File: config.mk
export PLATFORM = sky130hd
export DESIGN_NAME = shift_seq_flat
export DESIGN_NICKNAME = d
export VERILOG_FILES = /design/src/rtl/shift_seq_pkg.sv /design/src/rtl/shift_seq_if.sv /design/src/rtl/shift_seq_model.sv /design/src/rtl/shift_seq.sv /design/src/flat_wrapper.sv
export SDC_FILE = /design/constraint.sdc
export NUM_CORES = 1
export LEC_CHECK = 0
export ABC_AREA = 1
export CORE_ASPECT_RATIO = 2
export CORE_UTILIZATION = 44
export DETAILED_ROUTE_END_ITERATION = 10
export PLACE_DENSITY_LB_ADDON = 0.2
export SYNTH_ARGS = -nofsm -noshare
export SYNTH_HDL_FRONTEND = slang
export SYNTH_SLANG_ARGS = --single-unit
File: constraint.sdc
create_clock -name clk -period 1.4 [get_ports clk]
set_input_delay 0.35 -clock clk [delete_from_list [all_inputs] [get_ports clk]]
set_output_delay 0.35 -clock clk [all_outputs]
set_load 0.005 [all_outputs]
File: src/rtl/shift_seq_pkg.sv
// shift_pkg: encodings shared by the shift sequencer, its checking model and
// the downstream shifter.
//   - 3-bit shifter op codes (OP_*)
//   - 2-bit command op codes (CMD_*)
//   - sequencer state enum
//   - map_op(): command op -> shifter op
package shift_pkg;

   localparam int DW_DEF    = 8;
   localparam int REP_W_DEF = 4;

   localparam logic [2:0] OP_NOP  = 3'b000;
   localparam logic [2:0] OP_LOAD = 3'b001;
   localparam logic [2:0] OP_LSL  = 3'b010;
   localparam logic [2:0] OP_LSR  = 3'b011;
   localparam logic [2:0] OP_ASR  = 3'b100;

   localparam logic [1:0] CMD_LSL = 2'b00;
   localparam logic [1:0] CMD_LSR = 2'b01;
   localparam logic [1:0] CMD_ASR = 2'b10;
   localparam logic [1:0] CMD_RSV = 2'b11;

   typedef enum logic [2:0] {
      S_IDLE  = 3'd0,
      S_LOAD  = 3'd1,
      S_SHIFT = 3'd2,
      S_CAPT  = 3'd3,
      S_RESP  = 3'd4
   } state_t;

   // Reserved command op never produces a shift; it maps to NOP.
   function automatic logic [2:0] map_op(input logic [1:0] cmd_op);
      logic [2:0] r;
      case (cmd_op)
         CMD_LSL: r = OP_LSL;
         CMD_LSR: r = OP_LSR;
         CMD_ASR: r = OP_ASR;
         default: r = OP_NOP;
      endcase
      return r;
   endfunction

endpackage

File: src/rtl/shift_seq_if.sv
// shift_seq_if: command and result handshakes of the shift sequencer.
//   cmd_*  : command channel (valid/ready), master -> slave
//   res_*  : result channel (valid/ready), slave -> master
// master = command source / result consumer, slave = sequencer.
interface shift_seq_if #(
   parameter int DW    = 8,
   parameter int REP_W = 4
) ();
   logic             cmd_valid;
   logic             cmd_ready;
   logic [1:0]       cmd_op;
   logic [1:0]       cmd_shamt;
   logic [REP_W-1:0] cmd_rep;
   logic [DW-1:0]    cmd_data;
   logic             res_valid;
   logic             res_ready;
   logic [DW-1:0]    res_data;
   logic             res_err;

   modport master (
      output cmd_valid, cmd_op, cmd_shamt, cmd_rep, cmd_data, res_ready,
      input  cmd_ready, res_valid, res_data, res_err
   );

   modport slave (
      input  cmd_valid, cmd_op, cmd_shamt, cmd_rep, cmd_data, res_ready,
      output cmd_ready, res_valid, res_data, res_err
   );
endinterface

File: src/rtl/shift_seq_model.sv
// shift_seq_model: reference register tracking what the shifter should hold.
// Loaded on load, shifted by the command op on step (LSL/LSR zero-fill,
// ASR replicates the MSB).
// Ports: clk, reset_n (async active-low), load, step, op (command op),
//        shamt, d (load value), q (model value).
module shift_seq_model
   import shift_pkg::*;
#(
   parameter int DW = 8
) (
   input  logic          clk,
   input  logic          reset_n,
   input  logic          load,
   input  logic          step,
   input  logic [1:0]    op,
   input  logic [1:0]    shamt,
   input  logic [DW-1:0] d,
   output logic [DW-1:0] q
);
   logic [DW-1:0] model_reg;

   always_ff @(posedge clk or negedge reset_n) begin
      if (!reset_n) begin
         model_reg <= '0;
      end else if (load) begin
         model_reg <= d;
      end else if (step) begin
         case (op)
            CMD_LSL: model_reg <= model_reg << shamt;
            CMD_LSR: model_reg <= model_reg >> shamt;
            CMD_ASR: model_reg <= $unsigned($signed(model_reg) >>> shamt);
            default: model_reg <= model_reg;
         endcase
      end
   end

   assign q = model_reg;
endmodule

File: src/rtl/shift_seq.sv
// shift_seq: command sequencer in front of shifter8.
// Accepts a command (op, shamt, rep, data), issues LOAD then rep shift steps
// to the shifter, captures the shifter output and returns it on the result
// handshake (with backpressure).
// Ports: clk, reset_n (async active-low), bus (shift_seq_if.slave: cmd_* and
//        res_*), sh_op/sh_shamt/sh_d_in (to shifter), sh_q (from shifter).
// Optional: SHIFT_SEQ_CHK_EN adds a reference register and drives res_err
// with the compare of sh_q against it; otherwise res_err is 0.
module shift_seq
   import shift_pkg::*;
#(
   parameter int DW    = 8,
   parameter int REP_W = 4
) (
   input  logic          clk,
   input  logic          reset_n,
   shift_seq_if.slave    bus,
   output logic [2:0]    sh_op,
   output logic [1:0]    sh_shamt,
   output logic [DW-1:0] sh_d_in,
   input  logic [DW-1:0] sh_q
);
   state_t           state_reg,     state_next;
   logic [1:0]       op_reg,        op_next;
   logic [1:0]       shamt_reg,     shamt_next;
   logic [REP_W-1:0] cnt_reg,       cnt_next;
   logic             cmd_ready_reg, cmd_ready_next;
   logic [2:0]       sh_op_reg,     sh_op_next;
   logic [1:0]       sh_shamt_reg,  sh_shamt_next;
   logic [DW-1:0]    sh_d_in_reg,   sh_d_in_next;
   logic             res_valid_reg, res_valid_next;
   logic [DW-1:0]    res_data_reg,  res_data_next;

   // Outputs are registered, so next-state logic also computes the output
   // values that belong to the state being entered.
   always_comb begin
      state_next     = state_reg;
      op_next        = op_reg;
      shamt_next     = shamt_reg;
      cnt_next       = cnt_reg;
      cmd_ready_next = 1'b0;
      sh_op_next     = OP_NOP;
      sh_shamt_next  = sh_shamt_reg;
      sh_d_in_next   = sh_d_in_reg;
      res_valid_next = res_valid_reg;
      res_data_next  = res_data_reg;

      case (state_reg)
         S_IDLE: begin
            if (bus.cmd_valid && cmd_ready_reg) begin
               op_next      = bus.cmd_op;
               shamt_next   = bus.cmd_shamt;
               // Reserved op is forced to load-only.
               cnt_next     = (bus.cmd_op == CMD_RSV) ? '0 : bus.cmd_rep;
               sh_op_next   = OP_LOAD;
               sh_d_in_next = bus.cmd_data;
               state_next   = S_LOAD;
            end else begin
               cmd_ready_next = 1'b1;
            end
         end
         S_LOAD: begin
            if (cnt_reg != '0) begin
               sh_op_next    = map_op(op_reg);
               sh_shamt_next = shamt_reg;
               state_next    = S_SHIFT;
            end else begin
               state_next = S_CAPT;
            end
         end
         S_SHIFT: begin
            cnt_next = cnt_reg - 1'b1;
            if (cnt_reg == REP_W'(1)) begin
               state_next = S_CAPT;
            end else begin
               sh_op_next    = map_op(op_reg);
               sh_shamt_next = shamt_reg;
            end
         end
         S_CAPT: begin
            res_data_next  = sh_q;
            res_valid_next = 1'b1;
            state_next     = S_RESP;
         end
         S_RESP: begin
            if (bus.res_ready) begin
               res_valid_next = 1'b0;
               cmd_ready_next = 1'b1;
               state_next     = S_IDLE;
            end
         end
         default: begin
            cmd_ready_next = 1'b1;
            state_next     = S_IDLE;
         end
      endcase
   end

   always_ff @(posedge clk or negedge reset_n) begin
      if (!reset_n) begin
         state_reg     <= S_IDLE;
         op_reg        <= '0;
         shamt_reg     <= '0;
         cnt_reg       <= '0;
         cmd_ready_reg <= 1'b1;
         sh_op_reg     <= OP_NOP;
         sh_shamt_reg  <= '0;
         sh_d_in_reg   <= '0;
         res_valid_reg <= 1'b0;
         res_data_reg  <= '0;
      end else begin
         state_reg     <= state_next;
         op_reg        <= op_next;
         shamt_reg     <= shamt_next;
         cnt_reg       <= cnt_next;
         cmd_ready_reg <= cmd_ready_next;
         sh_op_reg     <= sh_op_next;
         sh_shamt_reg  <= sh_shamt_next;
         sh_d_in_reg   <= sh_d_in_next;
         res_valid_reg <= res_valid_next;
         res_data_reg  <= res_data_next;
      end
   end

`ifdef SHIFT_SEQ_CHK_EN
   logic [DW-1:0] model_q;
   logic          res_err_reg;

   // sh_d_in_reg holds the latched operand throughout the LOAD cycle.
   shift_seq_model #(.DW(DW)) u_model (
      .clk     (clk),
      .reset_n (reset_n),
      .load    (state_reg == S_LOAD),
      .step    (state_reg == S_SHIFT),
      .op      (op_reg),
      .shamt   (shamt_reg),
      .d       (sh_d_in_reg),
      .q       (model_q)
   );

   always_ff @(posedge clk or negedge reset_n) begin
      if (!reset_n) begin
         res_err_reg <= 1'b0;
      end else if (state_reg == S_CAPT) begin
         res_err_reg <= (sh_q != model_q);
      end else if (state_reg == S_RESP && bus.res_ready) begin
         res_err_reg <= 1'b0;
      end
   end

   assign bus.res_err = res_err_reg;
`else
   assign bus.res_err = 1'b0;
`endif

   assign bus.cmd_ready = cmd_ready_reg;
   assign bus.res_valid = res_valid_reg;
   assign bus.res_data  = res_data_reg;
   assign sh_op         = sh_op_reg;
   assign sh_shamt      = sh_shamt_reg;
   assign sh_d_in       = sh_d_in_reg;
endmodule

File: src/flat_wrapper.sv
// flat-port wrapper written by rule: the top's interface ports become plain ports
module shift_seq_flat import shift_pkg::*;
#(
   parameter int DW    = 8,
   parameter int REP_W = 4
)
  (clk, reset_n, sh_op, sh_shamt, sh_d_in, sh_q, bus_cmd_valid, bus_cmd_op, bus_cmd_shamt, bus_cmd_rep, bus_cmd_data, bus_res_ready, bus_cmd_ready, bus_res_valid, bus_res_data, bus_res_err);
  shift_seq_if #(.DW(DW), .REP_W(REP_W)) bus_i ();
  input  logic clk;
  input  logic reset_n;
  output logic [2:0] sh_op;
  output logic [1:0] sh_shamt;
  output logic [DW-1:0] sh_d_in;
  input  logic [DW-1:0] sh_q;
  input wire logic [$bits(bus_i.cmd_valid)-1:0] bus_cmd_valid;
  input wire logic [$bits(bus_i.cmd_op)-1:0] bus_cmd_op;
  input wire logic [$bits(bus_i.cmd_shamt)-1:0] bus_cmd_shamt;
  input wire logic [$bits(bus_i.cmd_rep)-1:0] bus_cmd_rep;
  input wire logic [$bits(bus_i.cmd_data)-1:0] bus_cmd_data;
  input wire logic [$bits(bus_i.res_ready)-1:0] bus_res_ready;
  output wire logic [$bits(bus_i.cmd_ready)-1:0] bus_cmd_ready;
  output wire logic [$bits(bus_i.res_valid)-1:0] bus_res_valid;
  output wire logic [$bits(bus_i.res_data)-1:0] bus_res_data;
  output wire logic [$bits(bus_i.res_err)-1:0] bus_res_err;
  assign bus_i.cmd_valid = bus_cmd_valid;
  assign bus_i.cmd_op = bus_cmd_op;
  assign bus_i.cmd_shamt = bus_cmd_shamt;
  assign bus_i.cmd_rep = bus_cmd_rep;
  assign bus_i.cmd_data = bus_cmd_data;
  assign bus_i.res_ready = bus_res_ready;
  assign bus_cmd_ready = bus_i.cmd_ready;
  assign bus_res_valid = bus_i.res_valid;
  assign bus_res_data = bus_i.res_data;
  assign bus_res_err = bus_i.res_err;
  shift_seq #(.DW(DW), .REP_W(REP_W)) u_core (.clk(clk), .reset_n(reset_n), .bus(bus_i), .sh_op(sh_op), .sh_shamt(sh_shamt), .sh_d_in(sh_d_in), .sh_q(sh_q));
endmodule
## Yosys cells after proc, flatten, opt, wreduce, memory -nomap -nowiden

Cells that the tools add are included.
Widths: inputs -> output; s select.

- Bits in registers: 34
- Latch bits: 0
- RAM bits: 0
- Bits in read-only memories: 0
- Input bits: 28
- Output and inout port bits: 24
- Word-level logic and storage cells: 58
- Memories kept: 0

- Add/sub/neg operators: 1
- Multiply operators: 0
- Div/mod/pow operators: 0
- Order comparisons: 0
- Eq/ne operators: 13
- Shift-type cells: 0
- Multiplexer cells: 21
- Bitwise operators: 0
- Reduce and logical (&&, ||, !) cells: 13

Operators by type and width:

| cell | number |
|---|---|
| $pmux 3 s3 | 2 |
| $mux 3 | 5 |
| $pmux 3 s5 | 1 |
| $mux 4 | 2 |
| $pmux 4 s2 | 1 |
| $eq 3x2->1 const B | 2 |
| $ne 2x1->1 const B | 3 |
| $reduce_and 2->1 | 3 |
| $reduce_and 3->1 | 2 |
| $reduce_bool 2->1 | 3 |
| $mux 1 | 5 |
| $eq 2x2->1 const B | 2 |
| $eq 4x1->1 const B | 1 |
| $mux 2 | 2 |
| $ne 2x2->1 const B | 2 |
| $pmux 2 s2 | 1 |
| $reduce_bool 4->1 | 1 |
| $sub 4x1->4 const B | 1 |
| $eq 3x1->1 const B | 1 |
| $eq 3x3->1 const B | 1 |
| $logic_not 3->1 | 1 |
| $pmux 1 s3 | 1 |
| $reduce_or 3->1 | 1 |
| $eq 2x1->1 const B | 1 |
| other kinds (3) | 3 |

## Depth between registers and ports, before layout

- Depth in word-level cells: 4
- Depth in mapped cells: 8
- Depth with buffers taken out: 8

## Worst setup path after synthesis

Ideal clock, no wire load.

- Path kind: register -> register
- Start point: reg u_core.cmd_ready_reg (netlist: u_core.bus.cmd_ready)
- End point: reg u_core.cnt_reg[0]
- Library setup time: 0.125 ns
- Arrival: 1.053 ns
- Data required time: 1.275 ns
- Setup slack: 0.222 ns
- Stages on the path, launching flop included: 8
- Buffers on the path: 0
- Period minus slack after synthesis: 1.178 ns
- Cell sequence: dfstp_2 -> nand2_1 -> inv_1 -> nand3_1 -> nand2_1 -> inv_1 -> nand2_1 -> nand3_1

- Word-level cells in the longest chain between the ends: 3

Ends and longest elaborated chain:

| element | line | text |
|---|---|---|
| start: declaration | shift_seq.sv:27 | `logic cmd_ready_reg, cmd_ready_next;` |
| start signal: assignment | shift_seq.sv:116 | `cmd_ready_reg <= cmd_ready_next;` |
| $logic_and 1x1->1 | shift_seq.sv:50 | `if (bus.cmd_valid && cmd_ready_reg) begin` |
| $ne 2x1->1 (no source line) | -- |  |
| $reduce_and 2->1 (no source line) | -- |  |
| end signal: assignment | shift_seq.sv:115 | `cnt_reg <= cnt_next;` |
| end: declaration | shift_seq.sv:26 | `logic [REP_W-1:0] cnt_reg, cnt_next;` |

No other way between the ends.
A chain may end at the register's enable or synchronous reset.

## Final worst setup path

- Start point: reg u_core.cmd_ready_reg (netlist: u_core.bus.cmd_ready)
- End point: out bus_cmd_ready

RTL lines:

| element | line | text |
|---|---|---|
| end: declaration | flat_wrapper.sv:21 | `output wire logic [$bits(bus_i.cmd_ready)-1:0] bus_cmd_ready;` |

No word-level cell between the ends.

==> flow_summary.yaml <==
outcome:
  status: "finished with violations"
  violations: "DRC"
drt:
  ant_nets: 0
  vias: 1282
  drc: 6
  routed_wl_um: 3340
  avgRoutedWirePerCell_um: 13.2
  dr.first_iter.drc_count: 27
  firstDrtPassIters: 9
  viasPerCell: 5.07
worst_setup_path:
  reg2reg_slack_ns: 0.11
  critPathMaxFanout: 2
  cp_num_buf_inv: 1
  cpLargestDelayFamily: "flip-flops"
  required_ns: 1.05
  slowest_stage: "dfstp_2"
  crit_chain: "clkdlybuf4s15_1"
  cp-start-kind: "flop"
  endpoint_kind: "primary output"
  worstPathArrival_ns: 1.02
  crit_type: "reg -> out"
  cpPeakStageDelay_ns: 0.54
global_routing:
  grtUsageTotal_pct: 20.9
  grt_pass1_vias: 1349
  antenna_found_initial: 0
  grt_overflow: 0
  grt_max_degree: 35
  grt_first_pass_wirelength_um: 5720
timing:
  setup_violations: 0
  grt_setup_unrepaired: "no"
  timing.fmax_mhz: 732
  clock_skew_ns: 0.00459
  slew_violations: 0
  fin_crit_sh_pct: 97.6
  period_minus_slack_ns: 1.37
  hold_viol_final: 0
clocking:
  clkLatencyLatePin_ns: 0.29
  cts_tree: "done"
  cts_buffers: 5
  cts_root_buf: "clkbuf_8"
  htreeDepth: 2
  clk_pin_slew_ns: 0.07
  hold_buffers: 0
  clockBufferDepth: 2
  clkSinkCount: 34
power_and_ir_drop:
  comb_power_share_pct: 40.9
  pwr-share-clk_pct: 22.6
  seq_power_share_pct: 36.5
  intPower_mw: 3.15
  switching_share_pct: 34.5
  powerDensity_nw_per_um2: 2170
  power.switching_mw: 1.66
  ir_drop_mv: 1.68
  leakagePower_nw: 1.13
yosys:
  syn_nets: 190
  async_flop_share_pct: 100
  synth_area_leaders: "dfrtp_1, nand2_1, mux2_2"
  syn_area_per_cell_sq_um: 9.48
  yosys_warnings: 0
  synth_edf_count: 0
  synth_cells: 159
  dominantRegCellSynth: "dfrtp_1"
  synth_top_area_share_pct: 54.8
  yosysMostFrequentCell: "nand2_1"
  yosys-top-cells-count: "nand2_1, dfrtp_1, nand3_1"
  synth.cell_area_sq_um: 1510
  synth_area_leader_cell: "dfrtp_1"
  ys_types: 22
  yosys_register_bits: 34
  ys_seq_area_share_pct: 56.5
final_layout:
  layout.nets: 252
  post-route-util_pct: 68.8
  drive_above_1_share_pct: 17.1
  insertedDiodeCount: 0
  layoutNonFillerInstCount: 253
  area_delta_synth_final_pct: 47.3
place:
  dp_cells: 243
  gp_congestion: 0.876
  portBuffers: 50
  dp_hpwl_um: 2500
floorplan:
  die_height_um: 84.8
  start_util_pct: 46.7
  row_count: 29
  dieWidth_um: 43.4
  die_area_sq_um: 3680
  io_pins: 52
  fp.coreArea_sq_um: 3230
job:
  max-cap-violations: 0
worst_hold_path:
  holdCritPathClass: "in -> async"
## stage by stage
stage / power (mW) / instance area [sq um] / setup TNS (ns) / hold WS, ns / setup slack [ns]
after CTS: 4.86 / 2220 / 0 / 0.425 / 0.0145
final: 4.81 / 2220 / 0 / 0.423 / 0.0334
after global routing: 5.18 / 2220 / 0 / 0.428 / 0.00114
after floorplan: 2.87 / 1510 / 0 / 0.0544 / 0.222
after global placement: 3.83 / 2090 / -1.32 / 0.451 / -0.111
after detailed placement: 3.92 / 2090 / -1.79 / 0.462 / -0.146
## power groups by stage
stage          logic (mW)  registers [mW]  clock network [mW]
6_report             1.97            1.76                1.09
5_1_grt              2.20            1.82                1.16
4_1_cts              2.00            1.75                1.11
3_5_place_dp         2.14            1.78                   0
3_3_place_gp         2.07            1.76                   0
2_1_floorplan        1.11            1.76                   0
## repair_timing
action                                  CTS  global route
pin swaps                                 0             0
endpoints found under the setup margin   23             4
gates resized for setup                  24             3
setup buffers                             2             0
## final timing paths
check,from,endpoint,cells past startpoint
min reg2reg,u_core.op_reg[1]$_DFFE_PN0P_,u_core.sh_op[1]$_DFF_PN0_,1
min in group clk,u_core.op_reg[1]$_DFFE_PN0P_,u_core.sh_op[1]$_DFF_PN0_,1
max in group asynchronous,reset_n,u_core.bus.cmd_ready$_DFF_PN1_,2
max,u_core.bus.cmd_ready$_DFF_PN1_,bus_cmd_ready,1
max reg2reg,u_core.state_reg[2]$_DFFE_PN0P_,u_core.sh_shamt[0]$_DFFE_PN0P_,8
min,reset_n,u_core.cnt_reg[2]$_DFFE_PN0P_,2
## final cells by class
type / instances / area, sq um
Sequential cell: 34 / 855
Clock buffer: 5 / 68.8
Fill cell: 260 / 1010
Timing Repair Buffer: 58 / 558
Tap cell: 31 / 38.8
Multi-Input combinational cell: 110 / 587
Clock inverter: 3 / 68.8
Inverter: 12 / 45.0
## per-layer routing
metal  routed length, um  share of wire [%]  global-route usage, %  vias up
li1                    -                  -                      -      625
met1                1260                 38                   21.0      612
met2                1860                 56                   38.6       39
met3                 153                4.6                   4.95        6
met4                  68                2.0                   9.38        0
met5                   0                  0                      0        -
## layout by cell type, fill, tap and decap left out
cell | netlist | routed
a21oi_1 | 1 | 1
buf_12 | 0 | 2
buf_4 | 1 | 6
bufinv_16 | 0 | 2
clkbuf_8 | 0 | 5
clkdlybuf4s15_1 | 0 | 1
clkdlybuf4s50_1 | 0 | 27
clkinv_4 | 0 | 1
conb_1 | 1 | 1
dfrtp_1 | 33 | 31
dfrtp_2 | 0 | 2
dfstp_2 | 1 | 1
dlygate4sd2_1 | 0 | 22
ha_1 | 3 | 3
inv_1 | 8 | 8
inv_2 | 4 | 4
mux2_2 | 8 | 8
nand2_1 | 61 | 61
nand2_2 | 2 | 2
nand3_1 | 13 | 13
nand3_4 | 2 | 2
nand4_1 | 3 | 3
nor2_1 | 6 | 6
nor2_4 | 2 | 2
nor3_1 | 1 | 1
o21ai_0 | 5 | 4
o21ai_1 | 0 | 1
or2_2 | 1 | 1
xnor2_1 | 1 | 1
## cells by family (layout without fill, tap and decap cells)
| kind of cell | after synthesis | count (layout) | share of synthesized area, % |
|---|---|---|---|
| and+or+nand+nor | 91 | 91 | 27.6 |
| DFF | 34 | 34 | 56.5 |
| buffers and inverters | 15 | 78 | 4.56 |
| muxes | 8 | 8 | 5.98 |
| AOI/OAI and AO/OA | 6 | 6 | 1.99 |
| adders and majority gates | 3 | 3 | 2.49 |
| other | 1 | 1 | 0.249 |
| xor gates and xnor gates | 1 | 1 | 0.581 |
Power figures use the tool's default switching activity.
